**config.mk**
```make
export PLATFORM = sky130hd
export DESIGN_NAME = decode_stage
export DESIGN_NICKNAME = d
export VERILOG_FILES = /design/src/rtl/decode_stage_pkg.sv /design/src/rtl/decode_stage_decoder.sv /design/src/rtl/decode_stage.sv
export SDC_FILE = /design/constraint.sdc
export NUM_CORES = 1
export LEC_CHECK = 0
export ABC_CLOCK_PERIOD_IN_PS = 1300
export BUFFER_PORTS_ARGS = -buffer_cell sky130_fd_sc_hd__buf_2
export CAP_MARGIN = 20
export CORE_MARGIN = 4
export CORE_UTILIZATION = 35
export CTS_CLUSTER_DIAMETER = 80
export CTS_CLUSTER_SIZE = 24
export DETAILED_ROUTE_END_ITERATION = 8
export RECOVER_POWER = 100
export SLEW_MARGIN = 20
export SYNTH_ARGS = -nofsm -noshare
export SYNTH_HDL_FRONTEND = slang
export SYNTH_HIERARCHICAL = 1
export SYNTH_SLANG_ARGS = --single-unit
```
**constraint.sdc**
```tcl
create_clock -name clk -period 1.3 [get_ports clk]
set_clock_uncertainty 0.05 [all_clocks]
set_input_delay 0 -clock clk [delete_from_list [all_inputs] [get_ports clk]]
set_output_delay 0 -clock clk [all_outputs]
set_load 0.05 [all_outputs]
```
**src/rtl/decode_stage_pkg.sv**
```systemverilog
// Shared RV32I front-end definitions: opcodes, exception causes and the
// decoded-instruction record held by the decode pipeline register.
package decode_stage_pkg;

   localparam int EXCEPTION_CODE_WIDTH = 4;

   localparam logic [EXCEPTION_CODE_WIDTH-1:0] EXCEPTION_INSTR_MISALIGNED  = 4'd0;
   localparam logic [EXCEPTION_CODE_WIDTH-1:0] EXCEPTION_INSTR_ACCESS      = 4'd1;
   localparam logic [EXCEPTION_CODE_WIDTH-1:0] EXCEPTION_ILLEGAL_INSTR     = 4'd2;
   localparam logic [EXCEPTION_CODE_WIDTH-1:0] EXCEPTION_BREAKPOINT        = 4'd3;
   localparam logic [EXCEPTION_CODE_WIDTH-1:0] EXCEPTION_LOAD_MISALIGNED   = 4'd4;
   localparam logic [EXCEPTION_CODE_WIDTH-1:0] EXCEPTION_LOAD_ACCESS       = 4'd5;
   localparam logic [EXCEPTION_CODE_WIDTH-1:0] EXCEPTION_STORE_MISALIGNED  = 4'd6;
   localparam logic [EXCEPTION_CODE_WIDTH-1:0] EXCEPTION_STORE_ACCESS      = 4'd7;
   localparam logic [EXCEPTION_CODE_WIDTH-1:0] EXCEPTION_ECALL_U           = 4'd8;
   localparam logic [EXCEPTION_CODE_WIDTH-1:0] EXCEPTION_ECALL_M           = 4'd11;

   localparam logic [6:0] OPC_OP       = 7'b0110011;
   localparam logic [6:0] OPC_OP_IMM   = 7'b0010011;
   localparam logic [6:0] OPC_LOAD     = 7'b0000011;
   localparam logic [6:0] OPC_STORE    = 7'b0100011;
   localparam logic [6:0] OPC_BRANCH   = 7'b1100011;
   localparam logic [6:0] OPC_JAL      = 7'b1101111;
   localparam logic [6:0] OPC_JALR     = 7'b1100111;
   localparam logic [6:0] OPC_LUI      = 7'b0110111;
   localparam logic [6:0] OPC_AUIPC    = 7'b0010111;
   localparam logic [6:0] OPC_SYSTEM   = 7'b1110011;
   localparam logic [6:0] OPC_MISC_MEM = 7'b0001111;

   localparam logic [31:0] INSTR_ECALL  = 32'h0000_0073;
   localparam logic [31:0] INSTR_EBREAK = 32'h0010_0073;
   localparam logic [31:0] INSTR_MRET   = 32'h3020_0073;
   localparam logic [31:0] INSTR_WFI    = 32'h1050_0073;

   // bit positions inside the packed class-flag vector
   localparam int CLS_ALU    = 11;
   localparam int CLS_LUI    = 10;
   localparam int CLS_AUIPC  = 9;
   localparam int CLS_BRANCH = 8;
   localparam int CLS_JAL    = 7;
   localparam int CLS_JALR   = 6;
   localparam int CLS_LOAD   = 5;
   localparam int CLS_STORE  = 4;
   localparam int CLS_CSR    = 3;
   localparam int CLS_MRET   = 2;
   localparam int CLS_WFI    = 1;
   localparam int CLS_FENCE  = 0;
   localparam int CLS_W      = 12;

   typedef struct packed {
      logic [31:0]                     pc;
      logic [31:0]                     next_pc;
      logic [4:0]                      rs1;
      logic [4:0]                      rs2;
      logic [4:0]                      rd;
      logic [31:0]                     imm;
      logic [2:0]                      funct3;
      logic                            funct7b5;
      logic                            uses_rs1;
      logic                            uses_rs2;
      logic                            writes_rd;
      logic [CLS_W-1:0]                cls;
      logic                            exc;
      logic [EXCEPTION_CODE_WIDTH-1:0] ecause;
   } dec_t;

endpackage

```
**src/rtl/decode_stage_decoder.sv**
```systemverilog
// Purely combinational RV32I word decoder: fields, immediate, usage/class
// flags and decode exceptions.
module rv32i_decoder
   import decode_stage_pkg::*;
(
   input  logic [31:0]                     instruction,
   output logic [4:0]                      rs1,
   output logic [4:0]                      rs2,
   output logic [4:0]                      rd,
   output logic [31:0]                     imm,
   output logic [2:0]                      funct3,
   output logic                            funct7b5,
   output logic                            uses_rs1,
   output logic                            uses_rs2,
   output logic                            writes_rd,
   output logic [CLS_W-1:0]                cls,
   output logic                            exception_valid,
   output logic [EXCEPTION_CODE_WIDTH-1:0] ecause
);

   logic [6:0]       opc;
   logic [31:0]      imm_i, imm_s, imm_b, imm_u, imm_j;
   logic [CLS_W-1:0] cls_raw;
   logic             wr_raw, illegal, ecall, ebreak;

   assign opc      = instruction[6:0];
   assign rs1      = instruction[19:15];
   assign rs2      = instruction[24:20];
   assign rd       = instruction[11:7];
   assign funct3   = instruction[14:12];
   assign funct7b5 = instruction[30];

   assign imm_i = {{20{instruction[31]}}, instruction[31:20]};
   assign imm_s = {{20{instruction[31]}}, instruction[31:25], instruction[11:7]};
   assign imm_b = {{19{instruction[31]}}, instruction[31], instruction[7],
                   instruction[30:25], instruction[11:8], 1'b0};
   assign imm_u = {instruction[31:12], 12'b0};
   assign imm_j = {{11{instruction[31]}}, instruction[31], instruction[19:12],
                   instruction[20], instruction[30:21], 1'b0};

   always_comb begin
      cls_raw  = '0;
      uses_rs1 = 1'b0;
      uses_rs2 = 1'b0;
      wr_raw   = 1'b0;
      imm      = imm_i;
      illegal  = 1'b0;
      ecall    = 1'b0;
      ebreak   = 1'b0;
      case (opc)
         OPC_OP:       begin cls_raw[CLS_ALU] = 1'b1; uses_rs1 = 1'b1; uses_rs2 = 1'b1; wr_raw = 1'b1; end
         OPC_OP_IMM:   begin cls_raw[CLS_ALU] = 1'b1; uses_rs1 = 1'b1; wr_raw = 1'b1; end
         OPC_LOAD:     begin cls_raw[CLS_LOAD] = 1'b1; uses_rs1 = 1'b1; wr_raw = 1'b1; end
         OPC_STORE:    begin cls_raw[CLS_STORE] = 1'b1; uses_rs1 = 1'b1; uses_rs2 = 1'b1; imm = imm_s; end
         OPC_BRANCH:   begin cls_raw[CLS_BRANCH] = 1'b1; uses_rs1 = 1'b1; uses_rs2 = 1'b1; imm = imm_b; end
         OPC_JAL:      begin cls_raw[CLS_JAL] = 1'b1; wr_raw = 1'b1; imm = imm_j; end
         OPC_JALR:     begin cls_raw[CLS_JALR] = 1'b1; uses_rs1 = 1'b1; wr_raw = 1'b1; end
         OPC_LUI:      begin cls_raw[CLS_LUI] = 1'b1; wr_raw = 1'b1; imm = imm_u; end
         OPC_AUIPC:    begin cls_raw[CLS_AUIPC] = 1'b1; wr_raw = 1'b1; imm = imm_u; end
         OPC_MISC_MEM: cls_raw[CLS_FENCE] = 1'b1;
         OPC_SYSTEM: begin
            if (funct3 == 3'b000) begin
               case (instruction)
                  INSTR_ECALL:  ecall  = 1'b1;
                  INSTR_EBREAK: ebreak = 1'b1;
                  INSTR_MRET:   cls_raw[CLS_MRET] = 1'b1;
                  INSTR_WFI:    cls_raw[CLS_WFI]  = 1'b1;
                  default:      illegal = 1'b1;
               endcase
            end else begin
               // funct3[2] selects the immediate (zimm) CSR forms, which carry no rs1
               cls_raw[CLS_CSR] = 1'b1;
               uses_rs1         = ~funct3[2];
               wr_raw           = 1'b1;
            end
         end
         default: illegal = 1'b1;
      endcase
      if (instruction[1:0] != 2'b11) illegal = 1'b1;
   end

   assign exception_valid = illegal | ecall | ebreak;
   assign ecause = illegal ? EXCEPTION_ILLEGAL_INSTR :
                   ecall   ? EXCEPTION_ECALL_M :
                   ebreak  ? EXCEPTION_BREAKPOINT : '0;
   assign cls       = exception_valid ? '0 : cls_raw;
   assign writes_rd = wr_raw && (rd != 5'd0) && !exception_valid;

endmodule

```
**src/rtl/decode_stage.sv**
```systemverilog
// RV32I decode stage: pops the FWFT instruction buffer, decodes, and holds
// the result in one valid/ready pipeline register killed by redirects.
module decode_stage
   import decode_stage_pkg::*;
#(
   parameter int EXCEPTION_CODE_WIDTH = decode_stage_pkg::EXCEPTION_CODE_WIDTH
) (
   input  logic                            clk,
   input  logic                            reset,
   input  logic                            ins_empty,
   input  logic [31:0]                     pc_in,
   input  logic [31:0]                     next_pc_in,
   input  logic [31:0]                     instruction_in,
   output logic                            rd_en,
   input  logic                            flush,
   input  logic                            ready_i,
   output logic                            valid_o,
   output logic [31:0]                     pc_o,
   output logic [31:0]                     next_pc_o,
   output logic [4:0]                      rs1_o,
   output logic [4:0]                      rs2_o,
   output logic [4:0]                      rd_o,
   output logic [31:0]                     imm_o,
   output logic [2:0]                      funct3_o,
   output logic                            funct7b5_o,
   output logic                            uses_rs1_o,
   output logic                            uses_rs2_o,
   output logic                            writes_rd_o,
   output logic                            is_alu_o,
   output logic                            is_lui_o,
   output logic                            is_auipc_o,
   output logic                            is_branch_o,
   output logic                            is_jal_o,
   output logic                            is_jalr_o,
   output logic                            is_load_o,
   output logic                            is_store_o,
   output logic                            is_csr_o,
   output logic                            is_mret_o,
   output logic                            is_wfi_o,
   output logic                            is_fence_o,
   output logic                            exception_valid_o,
   output logic [EXCEPTION_CODE_WIDTH-1:0] ecause_o
);

   dec_t dec, q;
   logic valid_q;

   assign dec.pc      = pc_in;
   assign dec.next_pc = next_pc_in;

   rv32i_decoder u_dec (
      .instruction     (instruction_in),
      .rs1             (dec.rs1),
      .rs2             (dec.rs2),
      .rd              (dec.rd),
      .imm             (dec.imm),
      .funct3          (dec.funct3),
      .funct7b5        (dec.funct7b5),
      .uses_rs1        (dec.uses_rs1),
      .uses_rs2        (dec.uses_rs2),
      .writes_rd       (dec.writes_rd),
      .cls             (dec.cls),
      .exception_valid (dec.exc),
      .ecause          (dec.ecause)
   );

   // Pop decision never looks at the instruction word, keeping it off the
   // buffer's read-enable timing path.
   assign rd_en = !ins_empty && !flush && (!valid_q || ready_i);

   always_ff @(posedge clk) begin
      if (reset) begin
         valid_q <= 1'b0;
         q       <= '0;
      end else if (rd_en) begin
         valid_q <= 1'b1;
         q       <= dec;
      end else if (flush || ready_i) begin
         valid_q <= 1'b0;
      end
   end

   assign valid_o           = valid_q;
   assign pc_o              = q.pc;
   assign next_pc_o         = q.next_pc;
   assign rs1_o             = q.rs1;
   assign rs2_o             = q.rs2;
   assign rd_o              = q.rd;
   assign imm_o             = q.imm;
   assign funct3_o          = q.funct3;
   assign funct7b5_o        = q.funct7b5;
   assign uses_rs1_o        = q.uses_rs1;
   assign uses_rs2_o        = q.uses_rs2;
   assign writes_rd_o       = q.writes_rd;
   assign is_alu_o          = q.cls[CLS_ALU];
   assign is_lui_o          = q.cls[CLS_LUI];
   assign is_auipc_o        = q.cls[CLS_AUIPC];
   assign is_branch_o       = q.cls[CLS_BRANCH];
   assign is_jal_o          = q.cls[CLS_JAL];
   assign is_jalr_o         = q.cls[CLS_JALR];
   assign is_load_o         = q.cls[CLS_LOAD];
   assign is_store_o        = q.cls[CLS_STORE];
   assign is_csr_o          = q.cls[CLS_CSR];
   assign is_mret_o         = q.cls[CLS_MRET];
   assign is_wfi_o          = q.cls[CLS_WFI];
   assign is_fence_o        = q.cls[CLS_FENCE];
   assign exception_valid_o = q.exc;
   assign ecause_o          = EXCEPTION_CODE_WIDTH'(q.ecause);

endmodule

```
==> out/summary.txt, run 1 <==
Count of antenna diodes in the layout -> 0
Areal power density over the cells -> 1150 mW/mm^2
Most frequent cell after synthesis -> sky130_fd_sc_hd__nand2b_1
Total of flip-flops plus latches after synthesis -> 136
Fraction of registers with async set/reset -> 0%
Horizontal extent of the die -> 149 um
Number of nets in the final layout -> 1,189
Outcome -> complete, but fails checks
Final Hold Vio Count -> 0
Final weighted congestion of routability-driven global placement -> 0.838
Layout-stage area growth over the synthesis result -> 47.0%
Top-area cell type share of the netlist area -> 39.0%
Static power due to leakage -> 4.67 nW
Violation count after the first detailed-routing iteration -> 240
Crit path kind -> reg2out
Routed wire length per instance -> 14.9 um
Number of max-capacitance violations reported -> 0
Starting utilization of the core area -> 35.8%
Floorplan Core Area -> 0.0195 mm^2
Remaining design rule violation count -> 0
Antenna violations before repair -> 0
Post-Syn Area per Cell -> 9.37 um^2
Setup repair after global routing missed its margin -> yes
Number of enable-type register cells in the synthesized netlist -> 0
Failing checks -> setup timing
DP Cell Count -> 1,241
Number of pins exceeding their max-slew limit in the final report -> 0
Remaining number of nets flagged by the antenna check after routing -> 0
Clock-pin slew on the worst setup and hold paths -> 0.06 ns
Detailed Routing Iterations Pass 1 -> 4
Gate count after technology mapping -> 745
Synth Warn # -> 6
Synth Cell Area -> 0.00698 mm^2
Part of the Yosys area used for sequential elements -> 39.0%
Setup violation total in the final timing report -> 125
Critical path data required time -> 1.25 ns
Number of global-route vias before repair -> 6,230
Overall routed net length -> 20,300 um
Number of distinct library cell variants in the gate-level netlist after synthesis -> 38
Max VDD drop -> 0.791 mV
Number of port buffers -> 237
Total clock buffers created by CTS -> 17
Row count -> 51
Final standard cell count with taps included and fillers excluded -> 1,362
Clock Tree Root -> sky130_fd_sc_hd__clkbuf_16
Kind of launch point of the worst setup path -> register
Die Y -> 149 um
Number of clock sinks seen by CTS -> 136
Die area -> 0.0223 mm^2
Most numerous cell types in the synthesized netlist -> 272 x sky130_fd_sc_hd__nand2b_1, 136 x sky130_fd_sc_hd__dfxtp_1, 135 x sky130_fd_sc_hd__mux2i_1
Predominant post-synthesis flop cell -> sky130_fd_sc_hd__dfxtp_1
Critical path data arrival time -> 1.37 ns
Vias per cell -> 4.45
Kind of capture point of the worst setup path -> output pin
Maximum number of pins on one net before global-route repair -> 61
Final core utilization -> 52.6%
Number of nets produced by synthesis -> 846
CTS tree -> built
Biggest area consumer among synthesized cells -> sky130_fd_sc_hd__dfxtp_1
Number of vias after detailed routing -> 6,062
Fraction of final layout cells with drive strength greater than 1 -> 31.9%
Wire length of the first global-routing pass -> 32,500 um
Max clock buf depth -> 2
CTS HTree Levels -> 4
Half-perimeter wire length of the detailed placement result -> 14,100 um
Total global-route track usage -> 18.1%
IO Pins -> 238
Cell types occupying the most area after synthesis -> sky130_fd_sc_hd__dfxtp_1 39%, sky130_fd_sc_hd__nand2b_1 24%, sky130_fd_sc_hd__mux2i_1 19%
Clock network latency to the later pin of the worst-skew pair -> 0.41 ns
Fmax achieved -> 704 MHz
Congestion Overflow GR -> 0
Minimum clock period after layout -> 1.42 ns
Filler cell count in the final layout -> 1,776
Worst min-delay path category -> in2reg
Final period util -> 109%
Post-layout worst setup margin -> -0.121 ns
Critical path peak fanout -> 7
## critical path: stages, from the launching register on
cell and delay [ns]:
sky130_fd_sc_hd__dfxtp_4 0.34, sky130_fd_sc_hd__nor2b_4 0.13, sky130_fd_sc_hd__nor3_4 0.16, sky130_fd_sc_hd__buf_6 0.18, sky130_fd_sc_hd__buf_8 0.15
## per-layer routing
layer	global-route usage (%)	vias up	wire length [um]
met5	0	-	0
met4	5.35	0	365
met3	6.47	22	1620
met2	29.8	189	9430
met1	22.4	2758	8850
li1	-	3093	-
## metrics by stage
| step | worst slack (ns) | TNS (ns) | cell area [um^2] | hold WS (ns) | total power [W] |
|---|---|---|---|---|---|
| after floorplan | -0.0787 | -3.26 | 6990 | 0.0194 | 0.00602 |
| after global placement | -0.270 | -7.89 | 8680 | 0.162 | 0.00666 |
| after detailed placement | -0.325 | -7.52 | 8680 | 0.171 | 0.00666 |
| after CTS | -0.132 | -8.78 | 10200 | -0.000559 | 0.0119 |
| after global routing | -0.185 | -15.82 | 10300 | 0.0499 | 0.0123 |
| final | -0.121 | -6.63 | 10300 | 0.0218 | 0.0118 |
## flip-flops by register name (all words and copies together), names as in the netlist, 3 cells and up
register,cells
rs1_o,5
next_pc_o,32
rd_o,5
funct3_o,3
rs2_o,5
pc_o,32
ecause_o,4
imm_o,32
## kinds of logic after synthesis
| group | share of synthesized area, % |
|---|---|
| compound gates | 3.03 |
| flops | 39.0 |
| mux | 19.4 |
| simple gates | 31.6 |
| buf+inv | 6.97 |
| other cells | 0.0537 |
## worst paths after layout
kind | start | depth (start not counted) | endpoint | slack [ns]
min | reset | 3 | next_pc_o[23] | 0.02
max reg2reg | valid_o | 5 | imm_o[0] | -0.12
max | valid_o | 4 | rd_en | -0.12
min reg2reg | next_pc_o[27] | 2 | next_pc_o[27] | 0.42
## power breakdown
group | switching [W] | internal [W] | total [W]
Combinational | 0.00138 | 0.000969 | 0.00235
Clock | 0.00180 | 0.00320 | 0.00500
Sequential | 0.0000955 | 0.00436 | 0.00446
Total | 0.00328 | 0.00853 | 0.0118
## layout make-up
cell class	count	area, um^2	share of cell area (%)
multi-input cells	531	3800	37.0
repair buffers	399	2800	27.3
flip-flops and latches	136	2730	26.6
clock buffers	18	439	4.28
well taps	265	332	3.23
clock inverters	10	155	1.51
inverters	3	11.3	0.110
## cells in the final DEF (no fill, tap or decap), types with 2 or more instances in the layout
cell type and count:
sky130_fd_sc_hd__dfxtp_1 135, sky130_fd_sc_hd__nand3_1 4, sky130_fd_sc_hd__clkinvlp_4 2, sky130_fd_sc_hd__nand2_1 35, sky130_fd_sc_hd__nor4_1 3, sky130_fd_sc_hd__dlymetal6s4s_1 2, sky130_fd_sc_hd__buf_6 4, sky130_fd_sc_hd__and3_1 4
sky130_fd_sc_hd__nor4b_1 2, sky130_fd_sc_hd__a21o_1 12, sky130_fd_sc_hd__buf_2 233, sky130_fd_sc_hd__o21ai_0 6, sky130_fd_sc_hd__buf_4 59, sky130_fd_sc_hd__inv_1 3, sky130_fd_sc_hd__a21oi_1 5, sky130_fd_sc_hd__dlygate4sd3_1 90
sky130_fd_sc_hd__nand2b_1 272, sky130_fd_sc_hd__nand4_1 2, sky130_fd_sc_hd__bufinv_16 4, sky130_fd_sc_hd__nor3_1 5, sky130_fd_sc_hd__buf_12 9, sky130_fd_sc_hd__nor2b_1 10, sky130_fd_sc_hd__clkinv_2 4, sky130_fd_sc_hd__mux2i_1 135
sky130_fd_sc_hd__nor2_1 12, sky130_fd_sc_hd__clkbuf_16 17, sky130_fd_sc_hd__and2_1 2, sky130_fd_sc_hd__o32ai_1 3
## repair_timing
action                                 4_1_cts  5_1_grt
pin swaps                                    0        5
resized for setup                            3       12
endpoints found under the hold margin       98        0
hold buffers                                92        0
setup buffers                                1        2
setup endpoints to repair                  131      133
(Power assumes the default switching activity.)
==> inputs of run 2 (changes only) <==
--- a/config.mk
+++ b/config.mk
@@ -14,6 +14,7 @@
 export CTS_CLUSTER_SIZE = 24
 export DETAILED_ROUTE_END_ITERATION = 8
 export RECOVER_POWER = 100
+export REMOVE_ABC_BUFFERS = 1
 export SLEW_MARGIN = 20
 export SYNTH_ARGS = -nofsm -noshare
 export SYNTH_HDL_FRONTEND = slang
==> run 2 against run 1 <==
Against the previous run: the run ends with hold timing, setup timing left; routed wire length fell by 0.57%; via count is 0.69% higher; utilization up 1.4 points; non-clock buffer count is 16 higher; critical path type unchanged.
==> out/summary.txt, run 2 (synthesized netlist as in run 1, its figures left out) <==
Outcome -> complete, but fails checks (unchanged)
Failing checks -> hold timing, setup timing (was setup timing)
Vias per cell -> 4.42 (was 4.45)
Crit path kind -> reg2out (unchanged)
Number of clock sinks seen by CTS -> 136 (unchanged)
Kind of capture point of the worst setup path -> output pin (unchanged)
Max clock buf depth -> 2 (unchanged)
Clock Tree Root -> sky130_fd_sc_hd__clkbuf_16 (unchanged)
Count of antenna diodes in the layout -> 0 (unchanged)
Critical path peak fanout -> 3 (was 7)
Worst hold-check slack -> -0.109 ns (was 0.0218 ns)
Starting utilization of the core area -> 35.8% (unchanged)
Clk pwr share -> 42.7% (was 42.3%)
Floorplan Core Area -> 0.0195 mm^2 (unchanged)
GRT met3 Usage -> 5.10% (was 6.47%)
Cell family contributing the most delay on the critical path -> buffers and inverters (was flip-flops)
Final core utilization -> 54.0% (was 52.6%)
Congestion Overflow GR -> 0 (unchanged)
Total clock buffers created by CTS -> 17 (unchanged)
Antenna violations before repair -> 0 (unchanged)
Worst min-delay path category -> in2reg (unchanged)
Remaining number of nets flagged by the antenna check after routing -> 0 (unchanged)
Max VDD drop -> 0.748 mV (was 0.791 mV)
Final weighted congestion of routability-driven global placement -> 0.828 (was 0.838)
Die area -> 0.0223 mm^2 (unchanged)
Minimum clock period after layout -> 1.50 ns (was 1.42 ns)
Areal power density over the cells -> 1140 mW/mm^2 (was 1150 mW/mm^2)
Design internal power -> 0.00868 W (was 0.00853 W)
Sw Share -> 28.1% (was 27.8%)
Count of buffering cells on the critical path with inverters included -> 3 (was 2)
Setup violation total in the final timing report -> 135 (was 125)
CTS HTree Levels -> 4 (unchanged)
Violation count after the first detailed-routing iteration -> 165 (was 240)
IO Pins -> 238 (unchanged)
Setup Slack @ Placement -> -0.308 ns (was -0.325 ns)
Number of global-route vias before repair -> 6,292 (was 6,230)
Met2 GRT Util -> 29.4% (was 29.8%)
Post-layout worst setup margin -> -0.198 ns (was -0.121 ns)
Number of port buffers -> 237 (unchanged)
Setup slack, reg-to-reg -> -0.18 ns (was -0.12 ns)
Fmax achieved -> 667 MHz (was 704 MHz)
Detailed Routing Iterations Pass 1 -> 4 (unchanged)
Fraction of final layout cells with drive strength greater than 1 -> 32.5% (was 31.9%)
Horizontal extent of the die -> 149 um (unchanged)
CTS Hold Buffers Added -> 93 (was 92)
Kind of launch point of the worst setup path -> register (unchanged)
Total global-route track usage -> 17.8% (was 18.1%)
Busiest grt layer -> met2 (unchanged)
Seq pwr share -> 37.1% (was 37.8%)
Number of max-capacitance violations reported -> 0 (unchanged)
Number of vias after detailed routing -> 6,104 (was 6,062)
Row count -> 51 (unchanged)
Combinational fraction of design power -> 20.3% (was 19.9%)
Overall routed net length -> 20,100 um (was 20,300 um)
Highest cell delay on the worst timing path -> 0.32 ns (was 0.34 ns)
Maximum number of pins on one net before global-route repair -> 85 (was 61)
Critical path data arrival time -> 1.45 ns (was 1.37 ns)
Worst-path cell with the longest stage delay -> sky130_fd_sc_hd__dfxtp_2 (was sky130_fd_sc_hd__dfxtp_4)
Critical path data required time -> 1.25 ns (about the same)
Die Y -> 149 um (unchanged)
Top library cells by usage in the layout, fill and taps aside -> 272 x sky130_fd_sc_hd__nand2b_1, 135 x sky130_fd_sc_hd__mux2i_1, 135 x sky130_fd_sc_hd__dfxtp_1, 135 x sky130_fd_sc_hd__clkbuf_2, 100 x sky130_fd_sc_hd__buf_2 (was 272 x sky130_fd_sc_hd__nand2b_1, 233 x sky130_fd_sc_hd__buf_2, 135 x sky130_fd_sc_hd__mux2i_1, 135 x sky130_fd_sc_hd__dfxtp_1, 90 x sky130_fd_sc_hd__dlygate4sd3_1)
Crit-path cells -> nor2b_4 -> nor3_4 -> buf_12 -> buf_12 -> buf_12 (was nor2b_4 -> nor3_4 -> buf_6 -> buf_8)
Net Switching -> 0.00338 W (was 0.00328 W)
Number of nets in the final layout -> 1,205 (was 1,189)
Setup repair after global routing missed its margin -> yes (unchanged)
Wire length of the first global-routing pass -> 31,900 um (was 32,500 um)
Number of pins exceeding their max-slew limit in the final report -> 0 (unchanged)
Layout-stage area growth over the synthesis result -> 51.0% (was 47.0%)
Critical path's most frequent cell -> sky130_fd_sc_hd__buf_12
Final period util -> 115% (was 109%)
Routed wire length per instance -> 14.6 um (was 14.9 um)
Half-perimeter wire length of the detailed placement result -> 13,600 um (was 14,100 um)
Clock-pin slew on the worst setup and hold paths -> 0.06 ns (about the same)
GR Layer Usage met1 -> 22.9% (was 22.4%)
Clock network latency to the later pin of the worst-skew pair -> 0.41 ns (about the same)
Most common library cell in the layout ignoring fill and taps -> sky130_fd_sc_hd__nand2b_1 (unchanged)
Remaining design rule violation count -> 0 (unchanged)
CTS tree -> built (unchanged)
Static power due to leakage -> 4.69 nW (was 4.67 nW)
Final Hold Vio Count -> 1 (was 0)
-- run 2: changes by cell type in the layout (fill, tap and decap cells not counted), moves of 2 or more --
cell / delta
sky130_fd_sc_hd__clkbuf_2: +135
sky130_fd_sc_hd__buf_2: -133
sky130_fd_sc_hd__buf_12: +5
sky130_fd_sc_hd__buf_8: +4
sky130_fd_sc_hd__clkinv_4: +3
sky130_fd_sc_hd__dlygate4sd3_1: +3
sky130_fd_sc_hd__clkbuf_1: +2
sky130_fd_sc_hd__clkbuf_16: +2
sky130_fd_sc_hd__clkinv_2: -2
sky130_fd_sc_hd__dlymetal6s4s_1: -2
-- run 2: stage by stage --
step | hold WS, ns | total power (W) | cell area (um^2) | TNS (ns) | instances
4_1_cts | -0.132 | 0.0121 | 10400 | -21.77 | 1377
3_3_place_gp | 0.169 | 0.00667 | 8720 | -9.53 | 1244
3_5_place_dp | 0.184 | 0.00668 | 8720 | -11.95 | 1244
2_1_floorplan | 0.0268 | 0.00598 | 6510 | -1090.36 | 670
5_1_grt | -0.0771 | 0.0125 | 10500 | -25.22 | 1381
6_report | -0.109 | 0.0121 | 10500 | -15.34 | 1381
-- run 2: path summary, 6_finish.rpt --
| kind | from | to | cells after the start |
|---|---|---|---|
| min reg2reg | next_pc_o[21] | next_pc_o[21] | 2 |
| max reg2reg | valid_o | pc_o[28] | 7 |
| max | valid_o | rd_en | 5 |
| min | ready_i | valid_o | 4 |
-- run 2: metal layers --
layer / routed length, um / vias up
met2: 9310 / 196
met1: 9230 / 2768
met5: 0 / -
li1: - / 3125
met3: 1390 / 15
met4: 219 / 0
-- run 2: worst min-delay path, cell delays in order --
cell	delay, ns
sky130_fd_sc_hd__buf_2	0.11
sky130_fd_sc_hd__nor2b_4	0.05
sky130_fd_sc_hd__nor2b_1	0.11
sky130_fd_sc_hd__nor3_1	0.05
-- run 2: cell type report --
type | count | area, um^2
Tap cell | 265 | 332
Inverter | 3 | 11.3
Fill cell | 1757 | 8980
Timing Repair Buffer | 415 | 3070
Clock buffer | 20 | 447
Sequential cell | 136 | 2720
Clock inverter | 11 | 173
Multi-Input combinational cell | 531 | 3790
-- run 2: power by group through the flow --
stage                     registers [W]  logic [W]  clock network (W)
after global placement          0.00455    0.00212                  0
after CTS                       0.00446    0.00241            0.00527
after global routing            0.00449    0.00260            0.00545
after detailed placement        0.00455    0.00213                  0
final                           0.00447    0.00244            0.00515
after floorplan                 0.00523   0.000756                  0
-- run 2: what timing repair did --
item                       in CTS  in global routing
resized for setup               9                 20
buffers inserted                7                  4
hold endpoints to repair      100                  1
cloned                          2                  2
pin swaps                       1                  1
setup endpoints to repair     127                136
==> inputs of run 3 (changes only) <==
--- a/config.mk
+++ b/config.mk
@@ -5,14 +5,14 @@
 export SDC_FILE = /design/constraint.sdc
 export NUM_CORES = 1
 export LEC_CHECK = 0
-export ABC_CLOCK_PERIOD_IN_PS = 1300
+export ABC_CLOCK_PERIOD_IN_PS = 1500
 export BUFFER_PORTS_ARGS = -buffer_cell sky130_fd_sc_hd__buf_2
-export CAP_MARGIN = 20
 export CORE_MARGIN = 4
 export CORE_UTILIZATION = 35
 export CTS_CLUSTER_DIAMETER = 80
 export CTS_CLUSTER_SIZE = 24
 export DETAILED_ROUTE_END_ITERATION = 8
+export MAX_ROUTING_LAYER = met4
 export RECOVER_POWER = 100
 export REMOVE_ABC_BUFFERS = 1
 export SLEW_MARGIN = 20
==> constraint.sdc (replaced) <==
create_clock -name clk -period 1.5 [get_ports clk]
set_clock_uncertainty 0.05 [all_clocks]
set_input_delay 0 -clock clk [delete_from_list [all_inputs] [get_ports clk]]
set_output_delay 0 -clock clk [all_outputs]
set_load 0.05 [all_outputs]
==> run 3 against run 2 <==
Against the previous run: the run now ends clean; largest power group unchanged; sequential power is 13% lower; utilization is 2.2 points lower; via count is 1.9% lower; count of clock-buffer cells in the layout stayed put; routed wire length is 1.9% lower; largest cell class unchanged; final cell count is 3.0% lower; sequential cell count stayed put.
==> out/summary.txt, run 3 (synthesized netlist as in run 1, its figures left out) <==
Clock network latency to the later pin of the worst-skew pair -> 0.40 ns (was 0.41 ns)
Count of antenna diodes in the layout -> 0 (unchanged)
Cell family contributing the most delay on the critical path -> buffers and inverters (unchanged)
Starting utilization of the core area -> 35.8% (unchanged)
Worst-path cell with the longest stage delay -> sky130_fd_sc_hd__dfxtp_2 (unchanged)
Final period util -> 98.9%
Transition time of the tightest slew-check pin -> 0.608 ns
Worst min-delay path category -> in2reg (unchanged)
Number of clock sinks seen by CTS -> 136 (unchanged)
IO Pins -> 238 (unchanged)
Fin Setup TNS -> 0 ns (was -15.34 ns)
Depth of the worst register-to-register path -> 5 (was 7)
Number of port buffers -> 237 (unchanged)
Vias per cell -> 4.47 (was 4.42)
Kind of launch point of the worst setup path -> register (unchanged)
Setup violation total in the final timing report -> 0 (was 135)
Critical path's most frequent cell -> sky130_fd_sc_hd__buf_12 (unchanged)
Die Y -> 149 um (unchanged)
Total global-route track usage -> 17.5% (was 17.8%)
Hold Path Stages -> 4 (unchanged)
Number of pins exceeding their max-slew limit in the final report -> 0 (unchanged)
WP depth -> 5 (unchanged)
Number of max-capacitance violations reported -> 0 (unchanged)
Worst r2r src -> valid_o (unchanged)
Clock Tree Root -> sky130_fd_sc_hd__clkbuf_16 (unchanged)
Violation count after the first detailed-routing iteration -> 191 (was 165)
Critical path data required time -> 1.45 ns (was 1.25 ns)
Worst hold-check slack -> 0.0334 ns (was -0.109 ns)
Areal power density over the cells -> 980 mW/mm^2 (was 1140 mW/mm^2)
Final weighted congestion of routability-driven global placement -> 0.843 (was 0.828)
Max clock buf depth -> 2 (unchanged)
Top library cells by usage in the layout, fill and taps aside -> 271 x sky130_fd_sc_hd__nand2b_1, 226 x sky130_fd_sc_hd__buf_2, 135 x sky130_fd_sc_hd__mux2i_1, 135 x sky130_fd_sc_hd__dfxtp_1, 92 x sky130_fd_sc_hd__dlygate4sd3_1 (was 272 x sky130_fd_sc_hd__nand2b_1, 135 x sky130_fd_sc_hd__mux2i_1, 135 x sky130_fd_sc_hd__dfxtp_1, 135 x sky130_fd_sc_hd__clkbuf_2, 100 x sky130_fd_sc_hd__buf_2)
Worst flop-to-flop path endpoint -> next_pc_o[24] (was pc_o[28])
Met1 wire length -> 9160 um (was 9230 um)
Critical path origin -> valid_o (unchanged)
Setup slack, reg-to-reg -> 0.04 ns (was -0.18 ns)
Fmax achieved -> 674 MHz
Static power due to leakage -> 4.56 nW (was 4.69 nW)
Die area -> 0.0223 mm^2 (unchanged)
Crit path kind -> reg2out (unchanged)
Floorplan Core Area -> 0.0195 mm^2 (unchanged)
Clock-pin slew on the worst setup and hold paths -> 0.06 ns (about the same)
Most common library cell in the layout ignoring fill and taps -> sky130_fd_sc_hd__nand2b_1 (unchanged)
Number of nets in the final layout -> 1,166 (was 1,205)
Setup repair after global routing missed its margin -> yes (unchanged)
Critical path data arrival time -> 1.43 ns (was 1.45 ns)
Maximum number of pins on one net before global-route repair -> 100 (was 85)
Worst Hold Endpoint -> imm_o[5] (was valid_o)
Source of the worst hold timing path -> instruction_in[25] (was ready_i)
Routed wire length per instance -> 14.7 um (was 14.6 um)
Remaining number of nets flagged by the antenna check after routing -> 0 (unchanged)
Critical path peak fanout -> 3 (unchanged)
Met3 wire length -> 1290 um (was 1390 um)
Minimum clock period after layout -> 1.48 ns
Count of buffering cells on the critical path with inverters included -> 3 (unchanged)
Congestion Overflow GR -> 0 (unchanged)
Final Hold Vio Count -> 0 (was 1)
Overall routed net length -> 19,800 um (was 20,100 um)
Layout-stage area growth over the synthesis result -> 44.9% (was 51.0%)
CTS HTree Levels -> 4 (unchanged)
Remaining design rule violation count -> 0 (unchanged)
Half-perimeter wire length of the detailed placement result -> 13,400 um (was 13,600 um)
Row count -> 51 (unchanged)
Crit-path cells -> nor2b_4 -> nor3_4 -> buf_6 -> buf_12 -> buf_12 (was nor2b_4 -> nor3_4 -> buf_12 -> buf_12 -> buf_12)
Number of vias after detailed routing -> 5,987 (was 6,104)
Number of global-route vias before repair -> 5,998 (was 6,292)
Met2 wire len -> 9060 um (was 9310 um)
CTS tree -> built (unchanged)
Total clock buffers created by CTS -> 17 (unchanged)
Antenna violations before repair -> 0 (unchanged)
Highest cell delay on the worst timing path -> 0.32 ns (about the same)
Wire length of the first global-routing pass -> 30,700 um (was 31,900 um)
Detailed Routing Iterations Pass 1 -> 4 (unchanged)
Highest metal layer used by the detailed router -> met4 (unchanged)
Slew headroom -> 59.6%
Outcome -> finished, final reports clean (was complete, but fails checks)
Max VDD drop -> 0.624 mV (was 0.748 mV)
Horizontal extent of the die -> 149 um (unchanged)
Filler cell count in the final layout -> 1,802 (was 1,757)
Kind of capture point of the worst setup path -> output pin (unchanged)
Fraction of final layout cells with drive strength greater than 1 -> 30.5% (was 32.5%)
[run 3: cell count changes in the layout (fill, tap and decap cells not counted), sizes merged]
| cell | delta |
|---|---|
| inv | -1 |
| buf | +89 |
| bufinv | -2 |
| clkbuf | -131 |
| clkinv | -1 |
| dlymetal6s4s | +4 |
| dlygate4sd3 | -1 |
| clkinvlp | +2 |
[run 3: per-stage QoR]
step	setup WS (ns)	total power (W)	util [%]	std cells	instance area [um^2]
after floorplan	-7.82	0.00518	-	670	6510
after global placement	-0.0452	0.00570	43.2	1213	8430
after detailed placement	-0.111	0.00570	43.2	1213	8430
after CTS	-0.0140	0.0100	51.2	1341	9990
after global routing	-0.0636	0.0103	51.8	1340	10100
final	0.0165	0.00991	51.8	1340	10100
[run 3: area by class of cell]
type                            count  area, um^2  share of cell area (%)
Multi-Input combinational cell    531        3850                    38.1
Sequential cell                   136        2720                    26.9
Timing Repair Buffer              376        2640                    26.1
Clock buffer                       20         457                    4.52
Tap cell                          265         332                    3.28
Clock inverter                      9         103                    1.01
Inverter                            3        11.3                   0.111
[run 3: power by group]
part / total [W] / internal, W / switching (W)
clock: 0.00404 / 0.00249 / 0.00154
sequential: 0.00387 / 0.00378 / 0.0000852
combinational: 0.00200 / 0.000812 / 0.00119
total: 0.00991 / 0.00709 / 0.00282
[run 3: worst min-delay path, cell delays in order]
cell and delay [ns]:
sky130_fd_sc_hd__buf_2 0.13, sky130_fd_sc_hd__nor2b_1 0.13, sky130_fd_sc_hd__nand2b_1 0.10, sky130_fd_sc_hd__mux2i_1 0.08
[run 3: per-layer routing]
| metal | vias up | GRT usage (%) |
|---|---|---|
| met3 | 19 | 4.83 |
| met1 | 2719 | 22.0 |
| met2 | 195 | 27.9 |
| met5 | - | - |
| met4 | 0 | 4.58 |
| li1 | 3054 | - |
[run 3: timing repair]
item	4_1_cts	5_1_grt
resized for setup	6	29
pin swaps	0	8
hold endpoints to repair	120	0
cloned	0	2
buffers inserted	3	1
hold buffers	96	0
endpoints found under the setup margin	1	80
[run 3: how the worst max path moves through the flow]
| stage | to | slack, ns |
|---|---|---|
| 3_5_place_dp | ecause_o[1] | -0.11 |
| 2_1_floorplan | ecause_o[0] | -7.82 |
| 4_1_cts | rd_en | -0.01 |
| 6_report | rd_en | 0.02 |
| 5_1_grt | rd_en | -0.06 |
| 3_3_place_gp | ecause_o[1] | -0.05 |
